==> src/rtl/fwd_hazard_unit.sv <==
// Operand forwarding select and load-use hazard stall control.
// Holds the front end LOAD_LAT cycles per load-use hazard and counts stalls.
module fwd_hazard_unit #(
    parameter int NUM_SRC  = 2,
    parameter int REG_AW   = 5,
    parameter int LOAD_LAT = 1,
    parameter int CNT_W    = 16
) (
    input  logic                       clk,
    input  logic                       reset,
    input  logic                       flush,
    input  logic [NUM_SRC*REG_AW-1:0]  if_id_rs,
    input  logic [NUM_SRC-1:0]         if_id_rs_used,
    input  logic [NUM_SRC*REG_AW-1:0]  id_ex_rs,
    input  logic [NUM_SRC-1:0]         id_ex_rs_used,
    input  logic [REG_AW-1:0]          id_ex_rd,
    input  logic                       id_ex_mem_read,
    input  logic [REG_AW-1:0]          ex_mem_rd,
    input  logic                       ex_mem_reg_write,
    input  logic [REG_AW-1:0]          mem_wb_rd,
    input  logic                       mem_wb_reg_write,
    output logic [2*NUM_SRC-1:0]       fw,
    output logic                       stall,
    output logic                       bubble,
    output logic [CNT_W-1:0]           stall_cycles,
    output logic [CNT_W-1:0]           lu_events
);

    typedef enum logic {
        IDLE,
        HOLD
    } state_t;

    state_t           state_q, state_d;
    logic [2:0]       cnt_q, cnt_d;
    logic [CNT_W-1:0] stall_cycles_q, stall_cycles_d;
    logic [CNT_W-1:0] lu_events_q, lu_events_d;
    logic             hazard;
    logic             stall_c;
    logic             lu_inc;

    // Per-port forwarding select; EX/MEM wins over MEM/WB, x0 never forwards.
    always_comb begin
        fw = '0;
        for (int k = 0; k < NUM_SRC; k++) begin
            if (id_ex_rs_used[k] && ex_mem_reg_write &&
                (ex_mem_rd != '0) &&
                (ex_mem_rd == id_ex_rs[k*REG_AW +: REG_AW])) begin
                fw[2*k +: 2] = 2'b10;
            end else if (id_ex_rs_used[k] && mem_wb_reg_write &&
                         (mem_wb_rd != '0) &&
                         (mem_wb_rd == id_ex_rs[k*REG_AW +: REG_AW])) begin
                fw[2*k +: 2] = 2'b01;
            end
        end
    end

    // Load in EX whose destination is read by the instruction in ID.
    always_comb begin
        hazard = 1'b0;
        for (int k = 0; k < NUM_SRC; k++) begin
            if (if_id_rs_used[k] &&
                (if_id_rs[k*REG_AW +: REG_AW] == id_ex_rd)) begin
                hazard = 1'b1;
            end
        end
        hazard = hazard && id_ex_mem_read && (id_ex_rd != '0);
    end

    // Stall FSM next state and stall output; flush and reset squash the stall.
    always_comb begin
        state_d = state_q;
        cnt_d   = cnt_q;
        stall_c = 1'b0;
        lu_inc  = 1'b0;
        unique case (state_q)
            IDLE: begin
                stall_c = hazard && !flush;
                lu_inc  = stall_c;
                if (stall_c && (LOAD_LAT > 1)) begin
                    state_d = HOLD;
                    cnt_d   = 3'(LOAD_LAT - 1);
                end
            end
            HOLD: begin
                stall_c = !flush;
                cnt_d   = cnt_q - 3'd1;
                if (cnt_q == 3'd1) begin
                    state_d = IDLE;
                end
            end
            default: begin
                state_d = IDLE;
                cnt_d   = '0;
            end
        endcase
        if (flush) begin
            state_d = IDLE;
            cnt_d   = '0;
        end
        if (reset) begin
            stall_c = 1'b0;
            lu_inc  = 1'b0;
        end
    end

    // Saturating performance counter increments.
    always_comb begin
        stall_cycles_d = stall_cycles_q;
        lu_events_d    = lu_events_q;
        if (stall_c && (stall_cycles_q != '1)) begin
            stall_cycles_d = stall_cycles_q + 1'b1;
        end
        if (lu_inc && (lu_events_q != '1)) begin
            lu_events_d = lu_events_q + 1'b1;
        end
    end

    // State and counter registers with synchronous reset.
    always_ff @(posedge clk) begin
        if (reset) begin
            state_q        <= IDLE;
            cnt_q          <= '0;
            stall_cycles_q <= '0;
            lu_events_q    <= '0;
        end else begin
            state_q        <= state_d;
            cnt_q          <= cnt_d;
            stall_cycles_q <= stall_cycles_d;
            lu_events_q    <= lu_events_d;
        end
    end

    assign stall        = stall_c;
    assign bubble       = stall_c;
    assign stall_cycles = stall_cycles_q;
    assign lu_events    = lu_events_q;

endmodule

==> config.mk <==
export PLATFORM = sky130hd
export DESIGN_NAME = fwd_hazard_unit
export DESIGN_NICKNAME = d
export VERILOG_FILES = /design/src/rtl/fwd_hazard_unit.sv
export SDC_FILE = /design/constraint.sdc
export NUM_CORES = 1
export LEC_CHECK = 0
export CORE_MARGIN = 10
export CORE_UTILIZATION = 45
export CTS_CLUSTER_DIAMETER = 200
export CTS_CLUSTER_SIZE = 16
export DETAILED_ROUTE_END_ITERATION = 8
export PLACE_DENSITY = 0.84
export SKIP_LAST_GASP = 1
export SLEW_MARGIN = 15
export SYNTH_ARGS = -nofsm -noshare
export SYNTH_HDL_FRONTEND = slang
export SYNTH_SLANG_ARGS = --single-unit
==> constraint.sdc <==
create_clock -name clk -period 2.2 [get_ports clk]
set_clock_uncertainty 0.05 [all_clocks]
set_input_delay 0.33 -clock clk [delete_from_list [all_inputs] [get_ports clk]]
set_output_delay 0.33 -clock clk [all_outputs]
set_load 0.02 [all_outputs]
==> metrics.yaml <==
drt_drc_violations_left: 0
ys_top_cells_by_count: "dfxtp_1 (36), nor2_1 (30), xnor2_1 (24)"
final_hold_viol_count: 0
end_kind: "primary output"
wl_per_cell_um: 17.4
ys_ff_latch: 36
die_w_um: 90.6
antenna_violations_before_repair: 0
grt_pass1_wl_um: 12300
grt_overflow: 0
fraction_of_synthesized_cell_area_taken_by_the_top_area_cell_type: 0.321
preCtsSetupSlack_ps: -710
n_antenna_cell: 0
post-route-cell-area_um2: 3560
ys_types: 47
fill_cells: 337
detail_route.iter0.violations: 191
clk_pin_slew_worst_paths_ps: 80
power.ir.vdd_worst_mv: 0.336
grt_busiest_layer: "met2"
cp.required_ps: 1820
cellLeakagePower_nw: 1.33
cts_made_buffers: 5
launching_element_type_of_the_critical_path: "primary input"
tritoncts: "built"
worst-endpoint-arrival_ps: 1840
std_cell_rows: 25
swShare: 0.257
detailed_place_hpwl_um: 5570
timing.final.setup_violations: 1
detail_route.first_pass.iterations: 4
dpl-instance-area_um2: 3330
first_global_vias: 2495
die_area_um2: 8210
combPwrFrac: 0.185
synthCells: 268
worst_slew_margin: 0.584
maxSlewViolCount: 0
clkLatencyLatePin_ps: 290
utilization: 0.745
final.hold.worst_slack_ps: 455
status: "finished with violations"
net_switching_uw: 355
clock_tree.htree_level_count: 2
worst-path-max-fanout: 3
die_y_um: 90.6
post-layout-total-power_mw: 1.38
yosys.cell_count.top_type: "dfxtp_1"
finalCritPeriodShare: 1.01
power.density_nw_per_um2: 386
timing.fmax_ghz: 0.450
detail_routed_via_count_per_cell: 5.40
number_of_enable_type_register_cells_in_the_synthesized_netlist: 0
share_of_cells_above_drive_strength_1: 0.201
final.setup.tns_ps: -24.5
yosys_warnings: 0
ys_async_sr_fraction: 0
pwr-share-clk: 0.342
post_synth_main_area_contributors: "dfxtp_1 (32%), xnor2_1 (9.4%), xor2_1 (9.0%)"
cts_hold_buffers: 0
failing_checks: "setup timing"
postSynthNetCount: 317
cts_max_path_buffers: 2
globalRouteMet3Util: 0.0482
fin_cells: 450
num_vias: 2430
gpl.final_weighted_congestion: 0.868
worst-slew-pin-transition_ps: 623
synth_area_um2: 2240
groute.layer.met1.usage: 0.190
internal_power_mw: 1.02
floorplan.initialDensity: 0.469
finalCriticalPeriod_ps: 2220
p_seq_frac: 0.473
layout_setup_ws_ps: -24.5
flow.area_growth_from_synthesis_pct: 58.9
cts.root.buffer_cell: "clkbuf_8"
portBuffers: 82
num_io_pins: 83
num-nets-final: 431
cts.sinks: 36
globalRouteTotalUtil: 0.180
drt-total-wl_um: 7810
ant_nets: 0
timing.setup.critical_path_class: "primary input to primary output"
maxCapViolations: 0
ys_dominant_reg_cell: "dfxtp_1"
grt_max_degree: 35
post_placement_cell_count: 438
post-synth-top-area-cell: "dfxtp_1"
design.core.area_um2: 4790
groute.layer.met2.usage: 0.331
portion_of_the_post_synthesis_area_used_by_sequential_elements: 0.321
synth.avg_cell_area_um2: 8.37
holdCritPathClass: "flip-flop to flip-flop"
## layout make-up
type | count | area (um2) | area share
inverter | 9 | 33.8 | 0.00948
clock buffer | 7 | 76.3 | 0.0214
timing repair buffer | 117 | 1080 | 0.304
sequential | 36 | 721 | 0.202
clock inverter | 1 | 8.76 | 0.00246
multi-input combinational | 213 | 1560 | 0.437
tap | 67 | 83.8 | 0.0235
## worst max-delay path, stage by stage
cell	delay, ps
clkdlybuf4s50_1	480
xor2_1	190
nor4_1	360
nand3_1	190
nor3_2	130
buf_4	160
## per-layer routing
layer  up-vias  part of all wire  wire length, um
met5         -                 0                0
met4         0             0.027              211
met3        18             0.054              418
met2        95              0.54             4210
met1      1139              0.38             2970
li1       1178                 -                -
## logic make-up (layout without fill, tap and decap cells)
kind of cell               Yosys count  count (layout)  synth area share
buffers and inverters               19             134            0.0418
DFF                                 36              36             0.321
and+or+nand+nor                    123             123             0.289
xor gates and xnor gates            47              47             0.183
muxes                                5               5            0.0234
AOI/OAI and AO/OA                   34              34             0.119
adders and majority gates            4               4            0.0223
## worst paths after layout
check / start / to / slack (ps) / depth (start not counted)
min reg2reg: stall_cycles[7] / stall_cycles[7] / 450 / 2
min: stall_cycles[7] / stall_cycles[7] / 450 / 2
max: mem_wb_rd[2] / fw[0] / -20 / 6
max reg2reg: stall_cycles[0] / stall_cycles[1] / 160 / 8
## power groups by stage
stage	clock, mW	sequential, mW	combinational, mW
2_1_floorplan	0	0.667	0.0837
3_3_place_gp	0	0.667	0.224
3_5_place_dp	0	0.667	0.229
4_1_cts	0.475	0.651	0.241
5_1_grt	0.504	0.651	0.274
6_report	0.471	0.652	0.255
## sequential cells by signal, summed over array words and instances, names as in the netlist
name          count
state_q           1
stall_cycles     16
lu_events        16
cnt_q             3
## cells in the final DEF, fill, tap and decap left out, types with 6 or more instances in the layout
| cell type | n |
|---|---|
| buf_4 | 36 |
| nand3_1 | 20 |
| a21oi_1 | 11 |
| xor2_1 | 23 |
| nand2_1 | 17 |
| nand4_1 | 15 |
| nor2_1 | 29 |
| clkdlybuf4s50_1 | 65 |
| xnor2_1 | 20 |
| dfxtp_1 | 36 |
| and3_1 | 9 |
| dlygate4sd2_1 | 8 |
| inv_1 | 8 |
| o21ai_0 | 6 |
## what timing repair did
item,in CTS,in global routing
setup endpoints to repair,32,18
resized for setup,49,18
setup buffers,4,0
pin swaps,11,10
Note: power is estimated with default switching activity, not from simulation.
